`src/rtl/fifo_rd_drain_if.sv`:
```
// fifo_rd_drain_if
// Groups the FIFO read-side handshake and the downstream valid/ready bus
// of the read-drain block.
//   rempty  : FIFO read-side empty flag
//   rdata   : FIFO show-ahead read data (valid whenever rempty = 0)
//   rinc    : FIFO pop request
//   m_data  : downstream data
//   m_valid : downstream data valid
//   m_ready : downstream accept
// master = drain block, slave = FIFO plus downstream consumer.
interface fifo_rd_drain_if #(
  parameter int DATA_WIDTH = 8
);
  logic                  rempty;
  logic [DATA_WIDTH-1:0] rdata;
  logic                  rinc;
  logic [DATA_WIDTH-1:0] m_data;
  logic                  m_valid;
  logic                  m_ready;

  modport master (
    input  rempty, rdata, m_ready,
    output rinc, m_data, m_valid
  );

  modport slave (
    output rempty, rdata, m_ready,
    input  rinc, m_data, m_valid
  );
endinterface

```
`src/rtl/fifo_rd_drain.sv`:
```
// fifo_rd_drain
// Drains a show-ahead FIFO into a registered valid/ready stream through a
// 2-entry in-order skid buffer (head, tail), sustaining one word per cycle.
// Ports:
//   rclk    : read-domain clock, rising edge
//   rrst_n  : asynchronous active-low reset
//   en      : drain enable; 0 stops new FIFO pops, buffered words still drain
//   bus     : fifo_rd_drain_if.master (rempty/rdata/rinc, m_data/m_valid/m_ready)
//   pop_cnt : number of FIFO pops since reset, wraps
//   idle    : buffer empty and FIFO empty
module fifo_rd_drain #(
  parameter int DATA_WIDTH = 8,
  parameter int CNT_WIDTH  = 16
) (
  input  logic                 rclk,
  input  logic                 rrst_n,
  input  logic                 en,
  fifo_rd_drain_if.master      bus,
  output logic [CNT_WIDTH-1:0] pop_cnt,
  output logic                 idle
);

  typedef enum logic [1:0] {
    EMPTY = 2'd0,
    ONE   = 2'd1,
    TWO   = 2'd2
  } state_t;

  state_t                state;
  state_t                state_nxt;
  logic [DATA_WIDTH-1:0] head_p0;
  logic [DATA_WIDTH-1:0] tail_p0;
  logic                  push;
  logic                  pop;
  logic                  head_ld;
  logic                  head_from_tail;
  logic                  tail_ld;

  // Gating with rrst_n keeps rinc low for the whole reset, even though the
  // state register already reads EMPTY there.
  assign push        = rrst_n & en & ~bus.rempty & (state != TWO);
  assign pop         = bus.m_valid & bus.m_ready;
  assign bus.rinc    = push;
  assign bus.m_valid = (state != EMPTY);
  assign bus.m_data  = head_p0;
  assign idle        = (state == EMPTY) & bus.rempty;

  always_comb begin
    state_nxt      = state;
    head_ld        = 1'b0;
    head_from_tail = 1'b0;
    tail_ld        = 1'b0;
    case (state)
      EMPTY: begin
        if (push) begin
          state_nxt = ONE;
          head_ld   = 1'b1;
        end
      end
      ONE: begin
        if (push && pop) begin
          head_ld = 1'b1;
        end else if (push) begin
          state_nxt = TWO;
          tail_ld   = 1'b1;
        end else if (pop) begin
          state_nxt = EMPTY;
        end
      end
      TWO: begin
        // push cannot occur here: rinc is held low while the buffer is full.
        if (pop) begin
          state_nxt      = ONE;
          head_ld        = 1'b1;
          head_from_tail = 1'b1;
        end
      end
      default: state_nxt = EMPTY;
    endcase
  end

  // ---- stage p0: occupancy, head register and pop counter ----
  always_ff @(posedge rclk or negedge rrst_n) begin
    if (!rrst_n) begin
      state   <= EMPTY;
      head_p0 <= '0;
      pop_cnt <= '0;
    end else begin
      state <= state_nxt;
      if (head_ld) begin
        head_p0 <= head_from_tail ? tail_p0 : bus.rdata;
      end
      if (push) begin
        pop_cnt <= pop_cnt + 1'b1;
      end
    end
  end

  // Tail is pure data and only meaningful in TWO, so it needs no reset.
  always_ff @(posedge rclk) begin
    if (tail_ld) begin
      tail_p0 <= bus.rdata;
    end
  end

endmodule

```
`src/flat_wrapper.sv`:
```
// flat-port wrapper written by rule: the top's interface ports become plain ports
module fifo_rd_drain_flat 
#(
  parameter int DATA_WIDTH = 8,
  parameter int CNT_WIDTH  = 16
)
  (rclk, rrst_n, en, pop_cnt, idle, bus_rempty, bus_rdata, bus_m_ready, bus_rinc, bus_m_data, bus_m_valid);
  fifo_rd_drain_if #(.DATA_WIDTH(DATA_WIDTH)) bus_i ();
  input  logic rclk;
  input  logic rrst_n;
  input  logic en;
  output logic [CNT_WIDTH-1:0] pop_cnt;
  output logic idle;
  input wire logic [$bits(bus_i.rempty)-1:0] bus_rempty;
  input wire logic [$bits(bus_i.rdata)-1:0] bus_rdata;
  input wire logic [$bits(bus_i.m_ready)-1:0] bus_m_ready;
  output wire logic [$bits(bus_i.rinc)-1:0] bus_rinc;
  output wire logic [$bits(bus_i.m_data)-1:0] bus_m_data;
  output wire logic [$bits(bus_i.m_valid)-1:0] bus_m_valid;
  assign bus_i.rempty = bus_rempty;
  assign bus_i.rdata = bus_rdata;
  assign bus_i.m_ready = bus_m_ready;
  assign bus_rinc = bus_i.rinc;
  assign bus_m_data = bus_i.m_data;
  assign bus_m_valid = bus_i.m_valid;
  fifo_rd_drain #(.DATA_WIDTH(DATA_WIDTH), .CNT_WIDTH(CNT_WIDTH)) u_core (.rclk(rclk), .rrst_n(rrst_n), .en(en), .bus(bus_i), .pop_cnt(pop_cnt), .idle(idle));
endmodule
```
`config.mk`:
```
export PLATFORM = sky130hd
export DESIGN_NAME = fifo_rd_drain_flat
export DESIGN_NICKNAME = d
export VERILOG_FILES = /design/src/rtl/fifo_rd_drain_if.sv /design/src/rtl/fifo_rd_drain.sv /design/src/flat_wrapper.sv
export SDC_FILE = /design/constraint.sdc
export NUM_CORES = 1
export LEC_CHECK = 0
export ABC_AREA = 0
export ABC_CLOCK_PERIOD_IN_PS = 1750
export BUFFER_PORTS_ARGS = -buffer_cell sky130_fd_sc_hd__buf_2
export CORE_MARGIN = 4
export CORE_UTILIZATION = 47
export DETAILED_ROUTE_END_ITERATION = 10
export PLACE_DENSITY = 0.8
export RECOVER_POWER = 25
export SLEW_MARGIN = 20
export SYNTH_ARGS = -nofsm -noshare
export SYNTH_HDL_FRONTEND = slang
export SYNTH_SLANG_ARGS = --single-unit
```
`constraint.sdc`:
```
create_clock -name rclk -period 1.75 [get_ports rclk]
set_input_delay 0.0875 -clock rclk [delete_from_list [all_inputs] [get_ports rclk]]
set_output_delay 0.0875 -clock rclk [all_outputs]
set_load 0.005 [all_outputs]
```
==> results.tsv <==
stage	metric	value	unit
global_routing	global-route wire length before repair	5040	µm
synth	largest cells by area after synthesis	dfrtp_1 (41%), edfxtp_1 (15%), mux2_4 (15%)	
place	final RePlAce weighted congestion	0.791	
synth	Synth Flop Type	dfrtp_1	
synth	asr flop ratio synth	0.765	
synth	Synth Area in Compound Gates	0.0174	
critical_path	worst path cell trace	dlygate4sd3_1 > clkbuf_1 > nand3b_4 > o21ai_1 > a22o_1 > buf_4 > mux2_4	
critical_path	Critical Path Slowest Stage Cell	dlygate4sd3_1	
floorplanning	# rows	20	
critical_path	startpoint types	input port	
clock_tree	CTS Buf Count	5	
critical_path	WP data required	1.99	ns
global_routing	initial antenna violation count	0	
floorplanning	Die Y	66.0	µm
critical_path	crit path DAT	1.84	ns
critical_path	CP Capture Type	flip-flop	
clock_tree	Max Root-Sink Buffers	2	
synth	number of enable flip-flop cells after synthesis	8	
synth	Yosys top cell area share	0.412	
detailed_routing	Met3 Routed Length	215	µm
timing	Hold Vio Cnt, Final	0	
timing	Rel. slew slack	0.563	
global_routing	grt ovf	0	
synth	post-synthesis simple-gate area fraction	0.145	
critical_path	crit-path max FO	8	
floorplanning	I/O pin count	40	
critical_path	CP delay by family, top	buffers and inverters	
status	status	completed	
clock_tree	H-tree Lvls	2	
detailed_routing	Post-Route WL	3070	µm
synth	count leader, synth	dfrtp_1	
global_routing	gr usage total	0.157	
synth	Synth Cell Area	0.00158	mm²
critical_path	delay of the slowest critical-path stage	0.52	ns
timing	hold_ws	0.0420	ns
synth	Synth Area in XOR/XNOR	0.0832	
pwr	VDD IR max	0.743	mV
synth	top post-synthesis cells by count	dfrtp_1 (26), mux2_4 (16), xnor2_1 (10), edfxtp_1 (8), nand2_1 (8)	
synth	Adder-Cell Fraction of Synth Area	0.00792	
synth	largest family of logic cells by synthesized area	multiplexers	
timing	maximum clock frequency	0.622	GHz
timing	Worst-Margin Slew	0.656	ns
final_layout	nets	181	
global_routing	vias in the first global route	1059	
detailed_routing	initial drt markers	31	
synth	Seq/Total Area, Yosys	0.564	
final_layout	Multi-input gate area	662	µm²
synth	Synth area leader	dfrtp_1	
worst_hold_path	hold crit path type	in2reg	
critical_path	Setup Crit Path Kind	in2reg	
run	maxcap violations	0	
synth	Avg Inst Size Synth	14.2	µm²
timing	final setup TNS	0	ns
detailed_routing	vias post-DR	1050	
synth	cells after synthesis	111	
detailed_routing	vias per inst	4.95	
pwr	Tot Pwr	2.14	mW
detailed_routing	DRT Pass-1 Iters	4	
detailed_routing	antenna-violating nets left	0	
pwr	Leakage	0.976	nW
detailed_routing	DR top layer	met4	
floorplanning	core area	0.00313	mm²
synth	flops & latches, synth	34	
timing	RSZ-0062 raised after global routing	false	
clock_tree	clock latency on the worst-skew pair	0.34	ns
synth	Synth cell types	27	
floorplanning	Initial Utilization	0.505	
final_layout	layout cells sized above 1	0.387	
critical_path	CP bufs+invs	3	
final_layout	Area growth, synth to finish	27.7	%
synth	syn nets	125	
detailed_routing	DRC viols	0	
final_layout	Filler cells	242	
detailed_routing	per-cell routed wire length	14.5	µm
global_routing	largest net degree at the start of global routing	27	
clock_tree	CTS root buffer	clkbuf_4	
timing	Slew Viols, Final	0	
clock_tree	CTS sink cnt	34	
timing	skew final	0.00947	ns
clock_tree	TritonCTS clock tree	built	
clock_tree	Post-CTS Setup Bufs	0	
place	DP Wirelength	2220	µm
timing	# setup viols final	0	
clock_tree	Clk pin slew, worst setup/hold paths	0.10	ns
synth	mux contribution to synthesized area	0.166	
timing	share of the cycle needed by the critical path after routing	0.919	
synth	Yosys warning count	0	
detailed_routing	met2 wire len	1460	µm
floorplanning	die span in x	66.0	µm
final_layout	Seq. cell area	891	µm²
detailed_routing	WL met1	1350	µm
final_layout	antenna diode count	0	
floorplanning	Die ar.	0.00435	mm²
place	PortBufs	39	
pwr	Power Dens Cells	1060	mW/mm²
timing	minimum clock period after layout	1.61	ns
## where the power goes
part	internal, mW	total, mW	leakage, nW	switching (mW)
clock network	0.440	0.706	0.0528	0.266
registers	0.925	1.03	0.408	0.101
logic	0.245	0.411	0.515	0.166
## worst reg2reg max path, cell delays in order (launching register included)
cell,delay [ns]
dfrtp_1,0.41
and2b_4,0.36
nand2_8,0.11
mux2_4,0.31
mux2_4,0.26
## placed cells by master, fill, tap and decap left out, drive strengths merged
master,count
clkinv,1
nor4,2
mux2i,1
dfrtp,26
xor2,5
nand3,5
nand3b,1
o2bb2ai,1
nor2,6
o21ai,1
mux2,17
bufinv,2
nor3,3
and2b,1
buf,33
a22o,1
and4,1
dlygate4sd3,9
nand2,9
nand4,3
and3,2
clkbuf,14
xnor2,10
inv,3
a21oi,1
ha,1
or2,1
edfxtp,8
## layout make-up
class,count,share of cell area
flip-flops and latches,34,0.442
inverters,3,0.00559
clock inverters,3,0.0317
well taps,44,0.0273
multi-input cells,72,0.328
repair buffers,51,0.146
clock buffers,5,0.0186
## flip-flops by register name, summed over array words and instances (netlist names)
register / count
u_core.bus.m_data: 8
u_core.pop_cnt: 16
u_core.state: 2
u_core.tail_p0: 8
## metrics by stage
step | setup WS, ns | util | cells | cell area [µm²]
2_1_floorplan | 0.00916 | - | 111 | 1580
3_3_place_gp | 0.247 | 0.587 | 195 | 1840
3_5_place_dp | 0.211 | 0.587 | 195 | 1840
4_1_cts | 0.137 | 0.648 | 212 | 2030
5_1_grt | 0.0575 | 0.644 | 212 | 2020
6_report | 0.142 | 0.644 | 212 | 2020
## logic make-up (layout without fill, tap and decap cells)
kind of cell / after synthesis / count (layout)
AO/OA/AOI/OAI: 4 / 4
XOR/XNOR: 15 / 15
adder cells (fa/ha/maj): 1 / 1
buffers and inverters: 5 / 62
flip-flops: 34 / 34
multiplexers: 18 / 18
AND/OR/NAND/NOR: 34 / 34
## repair_timing
item / 4_1_cts / 5_1_grt
endpoints found under the setup margin: 0 / 0
gates resized for setup: 0 / 0
hold buffers: 9 / 0
hold endpoints to repair: 34 / 0
## path summary, 6_finish.rpt
check	start	end	slack, ns	cells after the start
max in group asynchronous	rrst_n	u_core.pop_cnt[12]	0.82	3
worst max register to register	u_core.state[0]	u_core.bus.m_data[7]	0.21	4
min in group asynchronous	rrst_n	u_core.bus.m_data[4]	0.50	3
worst min register to register	u_core.pop_cnt[8]	u_core.pop_cnt[8]	0.50	1
worst min-delay path	bus_m_ready	u_core.state[1]	0.04	2
worst max-delay path	rrst_n	u_core.bus.m_data[7]	0.14	7
## per-layer routing
metal | vias to the layer above | track usage
li1 | 502 | -
met1 | 506 | 0.189
met2 | 36 | 0.252
met3 | 6 | 0.0612
met4 | 0 | 0.0609
met5 | - | 0
(Power assumes the default switching activity.)
